File: src/rtl/pwm3_deadtime.sv
// Three-phase PWM with double-buffered duty/dead-time and per-phase dead-time FSMs.
// Gate outputs are registered and decoded from each phase's next state.
//
// state   | meaning
// LOW_ON  | low-side gate on, high-side off
// HIGH_ON | high-side gate on, low-side off
// DEAD    | both gates off, counting down dtcnt before entering the target ON state
module pwm3_deadtime #(
  parameter int CW      = 5,
  parameter int CNT_TOP = 19,
  parameter int DTW     = 4
) (
  input  logic           clk,
  input  logic           rst,
  input  logic [CW-1:0]  cnt,
  input  logic           en,
  input  logic [CW-1:0]  duty_a,
  input  logic [CW-1:0]  duty_b,
  input  logic [CW-1:0]  duty_c,
  input  logic [DTW-1:0] dt,
  input  logic           duty_vld,
  output logic           ah,
  output logic           al,
  output logic           bh,
  output logic           bl,
  output logic           ch,
  output logic           cl,
  output logic           prd_load
);

  typedef enum logic [1:0] {LOW_ON, HIGH_ON, DEAD} ph_state_t;

  localparam logic [CW-1:0] TOP = CW'(CNT_TOP);

  logic [CW-1:0]  duty_in  [3];
  logic [CW-1:0]  sh_duty  [3];
  logic [CW-1:0]  act_duty [3];
  logic [DTW-1:0] sh_dt, act_dt, dt_m1;
  logic           at_top;
  logic [2:0]     raw;

  ph_state_t      st_q  [3];
  ph_state_t      st_n  [3];
  logic [2:0]     tgt_q, tgt_n;
  logic [DTW-1:0] dtc_q [3];
  logic [DTW-1:0] dtc_n [3];
  logic [2:0]     gh_q, gl_q;

  assign duty_in[0] = duty_a;
  assign duty_in[1] = duty_b;
  assign duty_in[2] = duty_c;
  assign at_top     = (cnt == TOP);
  assign dt_m1      = (act_dt == '0) ? '0 : act_dt - DTW'(1);

  // A strobe landing on the wrap edge bypasses the shadow so it takes effect at once.
  always_ff @(posedge clk) begin
    if (rst) begin
      for (int i = 0; i < 3; i++) begin
        sh_duty[i]  <= '0;
        act_duty[i] <= '0;
      end
      sh_dt    <= '0;
      act_dt   <= '0;
      prd_load <= 1'b0;
    end else begin
      if (duty_vld) begin
        for (int i = 0; i < 3; i++) sh_duty[i] <= duty_in[i];
        sh_dt <= dt;
      end
      if (at_top) begin
        for (int i = 0; i < 3; i++) act_duty[i] <= duty_vld ? duty_in[i] : sh_duty[i];
        act_dt <= duty_vld ? dt : sh_dt;
      end
      prd_load <= at_top;
    end
  end

  always_comb begin
    raw = '0;
    for (int i = 0; i < 3; i++) raw[i] = (cnt < act_duty[i]);
  end

  always_comb begin
    tgt_n = tgt_q;
    for (int i = 0; i < 3; i++) begin
      st_n[i]  = st_q[i];
      dtc_n[i] = dtc_q[i];
      if (!en) begin
        st_n[i]  = DEAD;
        tgt_n[i] = raw[i];
        dtc_n[i] = dt_m1;
      end else begin
        case (st_q[i])
          LOW_ON, HIGH_ON: begin
            if (raw[i] != (st_q[i] == HIGH_ON)) begin
              tgt_n[i] = raw[i];
              dtc_n[i] = dt_m1;
              if (act_dt == '0) st_n[i] = raw[i] ? HIGH_ON : LOW_ON;
              else              st_n[i] = DEAD;
            end
          end
          DEAD: begin
            if (raw[i] != tgt_q[i]) begin
              tgt_n[i] = raw[i];
              dtc_n[i] = dt_m1;
              if (act_dt == '0) st_n[i] = raw[i] ? HIGH_ON : LOW_ON;
            end else if (dtc_q[i] == '0) begin
              st_n[i] = tgt_q[i] ? HIGH_ON : LOW_ON;
            end else begin
              dtc_n[i] = dtc_q[i] - DTW'(1);
            end
          end
          default: st_n[i] = DEAD;
        endcase
      end
    end
  end

  always_ff @(posedge clk) begin
    if (rst) begin
      for (int i = 0; i < 3; i++) begin
        st_q[i]  <= DEAD;
        dtc_q[i] <= '0;
      end
      tgt_q <= '0;
      gh_q  <= '0;
      gl_q  <= '0;
    end else begin
      for (int i = 0; i < 3; i++) begin
        st_q[i]  <= st_n[i];
        dtc_q[i] <= dtc_n[i];
        gh_q[i]  <= (st_n[i] == HIGH_ON);
        gl_q[i]  <= (st_n[i] == LOW_ON);
      end
      tgt_q <= tgt_n;
    end
  end

  assign ah = gh_q[0];
  assign al = gl_q[0];
  assign bh = gh_q[1];
  assign bl = gl_q[1];
  assign ch = gh_q[2];
  assign cl = gl_q[2];

endmodule

File: config.mk
export PLATFORM = sky130hd
export DESIGN_NAME = pwm3_deadtime
export DESIGN_NICKNAME = d
export VERILOG_FILES = /design/src/rtl/pwm3_deadtime.sv
export SDC_FILE = /design/constraint.sdc
export NUM_CORES = 1
export LEC_CHECK = 0
export ABC_AREA = 1
export CAP_MARGIN = 15
export CORE_UTILIZATION = 59
export CTS_BUF_LIST = sky130_fd_sc_hd__clkbuf_2 sky130_fd_sc_hd__clkbuf_4 sky130_fd_sc_hd__clkbuf_8
export CTS_CLUSTER_DIAMETER = 120
export CTS_CLUSTER_SIZE = 40
export DETAILED_ROUTE_END_ITERATION = 16
export HOLD_SLACK_MARGIN = 0.02
export PLACE_DENSITY = 0.82
export SKIP_LAST_GASP = 1
export SYNTH_ARGS = -nofsm -noshare
export SYNTH_HDL_FRONTEND = slang
export SYNTH_SLANG_ARGS = --single-unit
File: constraint.sdc
create_clock -name clk -period 2.1 [get_ports clk]
set_input_delay 0.525 -clock clk [delete_from_list [all_inputs] [get_ports clk]]
set_output_delay 0.525 -clock clk [all_outputs]
set_load 0.02 [all_outputs]
# Yosys cells after proc, flatten, opt, wreduce, memory -nomap -nowiden
# Memories as Yosys holds them, arrays and structs flattened.
# Index checks and enable logic that the tools add are counted.
[totals]
mem_bits_rw = 48
output_inout_bits = 7
wordCells = 152
memories = 4
regBits = 18
input_bits = 28
[classes]
n_reduce_logical = 16
magnitude_cmp = 3
muxes = 80
n_addsub = 4
bitwise = 12
n_eq_ne = 25
[memory_table]
columns = ["memory", "words", "width", "read_ports", "rd_clocked_by_memory_dff", "wr", "line_no", "text"]
rows = [
  ["act_duty", 3, 5, 3, 0, 3, "37", "logic [CW-1:0] act_duty [3];"],
  ["sh_duty", 3, 5, 3, 0, 3, "36", "logic [CW-1:0] sh_duty [3];"],
  ["dtc_q", 3, 4, 3, 0, 3, "45", "logic [DTW-1:0] dtc_q [3];"],
  ["st_q", 3, 2, 3, 0, 3, "42", "ph_state_t st_q [3];"],
]
[op_table]
columns = ["operator", "count"]
rows = [
  ["$mux 4", 17],
  ["$mux 5", 9],
  ["$mux 2", 21],
  ["$mux 1", 24],
  ["$pmux 4 s2", 3],
  ["$ne 3x3->1 const B", 6],
  ["$logic_not 4->1", 4],
  ["$sub 4x1->4 const B", 4],
  ["$lt 5x5->1", 3],
  ["$eq 2x1->1 const B", 6],
  ["$logic_not 2->1", 6],
  ["$or 1x1->1", 12],
  ["$pmux 2 s2", 3],
  ["$ne 3x1->1 const B", 3],
  ["$reduce_and 3->1", 3],
  ["$eq 2x2->1 const B", 3],
  ["$ne 1x1->1", 6],
  ["$pmux 1 s2", 3],
  ["$reduce_or 2->1", 3],
  ["$eq 5x5->1 const B", 1],
]

# Longest topological paths before layout
[depth]
word_depth = 7
depth_mapped = 14
mapped_depth_nobuf = 14

# Worst setup path after synthesis
# No wires, ideal clock.
[synth_timing]
kind = "in2reg"
startpoint = "input cnt[4]"
endpoint = "memory dtc_q[1][2] (netlist: dtc_q[0][6])"
n_path_buf = 0
required_time_ps = 1986
setup_ps = 114
slack_ps = 266
cell_stages = 13
arrival_time_ps = 1721
cell_sequence = "ha_1 nand2_2 inv_1 nand2_2 nand3_4 nand2_2 nand3_1 nand2_2 nand2_2 inv_2 nand2_2 nand2_2 nor2_2"
[synth_lines]
columns = ["item", "line_no", "text"]
rows = [
  ["start, declared", "15", "input logic [CW-1:0] cnt,"],
  ["end, declared", "45", ""],
]

# Final worst setup path
[layout_timing]
startpoint = "input cnt[4]"
endpoint = "register gl_q[2]"
[layout_between]
elab_chain_cells = 7
word_cells_on_any_way = 11
classes_between = "order compare: 1; eq/ne: 2; mux: 7; reduce/logical: 1"
[layout_rtl]
columns = ["item", "line_no", "text"]
rows = [
  ["$lt 5x5->1 (*)", "80", "for (int i = 0; i < 3; i++) raw[i] = (cnt < act_duty[i]);"],
  ["$mux 1", "98, 106", ""],
  ["$mux 2 (on tied branches)", "106, 98", ""],
  ["$mux 2 (on tied branches)", "103, 95", ""],
  ["$pmux 2 s2 (*)", "93", "case (st_q[i])"],
  ["$mux 2 (*)", "88", "if (!en) begin"],
  ["$logic_not 2->1 (*)", "133", "gl_q[i] <= (st_n[i] == LOW_ON);"],
  ["end signal, assigned by index", "133", ""],
  ["end, declared", "47", "logic [2:0] gh_q, gl_q;"],
]
# Every way passes the cells marked *; elsewhere a longest branch is shown, timed or not.
# A chain may end at the register's enable or synchronous reset.

==> run summary <==
## Outcome
• **status** complete, no violations

## Pwr
• **cell internal pwr** 2700 uW
• **Final Total Pwr** 3930 uW
• **Clk pwr share** 34.4%
• **sequential cell fraction of total power** 39.3%
• **Leakage** 0.00200 uW
• **worst voltage drop across the vdd grid** 0.518 mV
• **Logic pwr share** 26.4%
• **total net switching power** 1240 uW
• **power density cells** 885 nW/um^2
• **sw frac** 31.4%

## Die
• **floorplan row count** 28
• **vertical die dimension** 80.4 um
• **Initial Util** 61.3%
• **width of the chip** 80.4 um
• **Die Outline Area** 6470 um^2
• **area of the core region** 5920 um^2
• **io pins** 35

## Logic synthesis
• **average size of a mapped cell** 7.76 um^2
• **number of cells produced by synthesis** 468
• **sequential-to-total area share from yosys stat** 44.7%
• **count of different cell masters after synthesis** 33
• **Syn. warnings** 0
• **post-synthesis net count** 511
• **cell area after technology mapping** 3630 um^2
• **number of synthesized register bits** 66

## Clock tree
• **TritonCTS clock tree** yes
• **Clock transition at path regs** 80 ps
• **clock latency at the later pin of the worst-skew pair** 340 ps
• **sinks on the clock net** 66
• **clock root cell** sky130_fd_sc_hd__clkbuf_8
• **deepest clock path buffer count** 2
• **clock buffers created by TritonCTS** 9
• **H-tree levels** 3
• **cts hold-fix bufs** 0

## Route
• **ratio of routed vias to standard cells** 5.40
• **Routed WL per cell** 13.8 um
• **Detailed Route WL** 8.32 mm
• **via total after detailed routing** 3255
• **Antenna Violating Nets Remaining** 0
• **number of search-and-repair iterations in the first detailed-routing pass** 7
• **DRC** 0
• **initial DRC count** 200

## Setup path
• **r2r setup slk** 120 ps
• **kind of end point of the critical path** register
• **library cell appearing most often on the critical path** sky130_fd_sc_hd__nand2_1
• **endpoint arrival time on the critical path** 2270 ps
• **Setup crit start kind** primary input
• **worst reg-to-reg path cell count** 14
• **Critical R2R Launch** act_duty[0][14]
• **slowest cell on the critical path** sky130_fd_sc_hd__ha_1
• **largest fanout of any net on the critical path** 7
• **category of the most critical setup path** primary input to register
• **Crit path largest cell delay** 330 ps
• **start point of the critical path** cnt[4]
• **terminus of the critical flop-to-flop path** gl_q[2]
• **list of cells traversed by the critical path** dlygate4sd2_1 > ha_1 > nand2_1 > nor2_1 > nand2_1 > nand3_2 > nand2_2 > nand2_4 > nand2_1 > nand2_1 > o21ai_1 > nand2_1 > nand2_1 > inv_1
• **CP required** 2350 ps

## STA
• **headroom to the max-slew limit** 64.1%
• **least setup slack across all paths after layout** 74.1 ps
• **crit path time final** 2030 ps
• **clock skew** 6.78 ps
• **count of final hold-check violations** 0
• **Max Slew Vio Count** 0
• **unrepaired setup endpoints after global routing** true
• **Worst Max-Slew Pin Slew** 536 ps
• **final worst-path cycle share** 96.5%
• **total of endpoints with negative setup slack in the final report** 0
• **Setup TNS Final** 0 ps
• **achievable frequency** 0.494 GHz

## Placement
• **IO buf count** 34
• **routability congestion estimate** 0.866
• **DP Worst Slack** -540 ps
• **post-DP HPWL** 6.00 mm

## Global routing
• **GRT Total Usage** 28.1%
• **first-pass GRT wire length** 13.7 mm
• **remaining global-route overflow** 0
• **largest net degree at the start of global routing** 20
• **number of antenna violations at the first check in global routing** 0
• **via count of the first global-routing pass** 3089

## Finish
• **Area Overhead vs Synth** 22.4%
• **most common cell after layout, fill and taps aside** sky130_fd_sc_hd__nand2_1
• **final core occ** 75.0%
• **Final #Nets** 566
• **ratio of cells with drive above 1 in the final layout** 14.8%
• **number of antenna diodes** 0
• **most frequent cells in the layout** sky130_fd_sc_hd__nand2_1, sky130_fd_sc_hd__nor2_1, sky130_fd_sc_hd__inv_1, sky130_fd_sc_hd__dfxtp_1

## Hold path
• **Worst Hold End** dtc_q[0][5]
• **cell depth of the worst min-delay path** 2
• **origin of the worst min-delay path** dtc_q[0][5]
• **worst hold path class** register to register

## Flow run
• **total of max-cap violations** 0

==> cells in the mapped netlist (all sizes together) <==
cell type / instances / share of area [%]
nand3: 24 / 4.3
inv: 59 / 6.1
nand2: 146 / 17
clkbuf: 7 / 1.0
edfxtp: 30 / 25
nor3: 2 / 0.55
nor2: 61 / 6.5
ha: 15 / 5.2
xor2: 4 / 0.97
a21oi: 33 / 5.2
nor4: 1 / 0.17
mux2i: 4 / 1.1
o22ai: 2 / 0.34
dfxtp: 36 / 20
nand4: 11 / 2.1
o211ai: 1 / 0.21
buf: 4 / 0.62
a211oi: 2 / 0.41
xnor2: 2 / 0.48
o21ai: 24 / 3.4
==> kinds of logic (layout without fill, tap and decap cells) <==
kind of cell / Yosys count / after routing / share of synthesized area [%]
compound gates: 62 / 62 / 9.55
xor+xnor: 6 / 6 / 1.45
fa+ha+maj: 15 / 15 / 5.17
buf+inv: 70 / 130 / 7.72
flops: 66 / 66 / 44.7
mux: 4 / 4 / 1.10
simple gates: 245 / 245 / 30.3
==> power groups by stage <==
stage / Clock, uW / Sequential [uW] / Combinational [uW]
after floorplan: 0 / 1570 / 706
after global placement: 0 / 1560 / 964
after detailed placement: 0 / 1570 / 997
after CTS: 1360 / 1540 / 1010
after global routing: 1410 / 1560 / 1160
final: 1350 / 1550 / 1040
==> layer usage <==
layer | track usage (%) | wire (um)
met4 | 12.0 | 252
met3 | 6.14 | 478
met1 | 32.6 | 3420
met5 | 0 | 0
met2 | 49.5 | 4160
==> metrics by stage <==
stage | std cells | hold WS, ps | instance area, um^2
CTS | 602 | 487 | 4420
detailed placement | 586 | 473 | 4170
finish | 603 | 492 | 4440
floorplan | 468 | 451 | 3630
global route | 603 | 505 | 4440
global placement | 586 | 464 | 4170
==> final cells by class <==
cell class	instances	area [um^2]
Tap cell	75	93.8
Sequential cell	66	1620
Inverter	59	221
Clock buffer	10	138
Clock inverter	6	113
Multi-Input combinational cell	332	1750
Fill cell	407	1480
Timing Repair Buffer	55	505
==> worst max-delay path, delay by kind of cell <==
| family | cells | cell delay (ps) |
|---|---|---|
| compound gates | 1 | 140 |
| simple gates | 10 | 970 |
| fa+ha+maj | 1 | 330 |
| buf+inv | 2 | 310 |
==> flip-flops by register name, indices dropped and copies added, names as in the netlist <==
name and flops:
act_dt 4, act_duty 15, dtc_q 12, gh_q 3, gl_q 3, prd_load 1, sh_dt 4, sh_duty 15
st_q 6, tgt_q 3
==> how the worst max path moves through the flow <==
stage | to | slack, ps | cells after the start
floorplan | dtc_q[0][6] | 270 | 13
global placement | gl_q[2] | -420 | 12
detailed placement | gl_q[2] | -540 | 12
CTS | gl_q[2] | 100 | 14
global route | gl_q[2] | -20 | 14
finish | gl_q[2] | 70 | 14
==> timing repair <==
item                       4_1_cts  5_1_grt
cloned                           0        0
resized for setup                5        5
pin swaps                        1        1
setup endpoints to repair       20        5
buffers inserted                 0        1
Note: power is estimated with default switching activity, not from simulation.
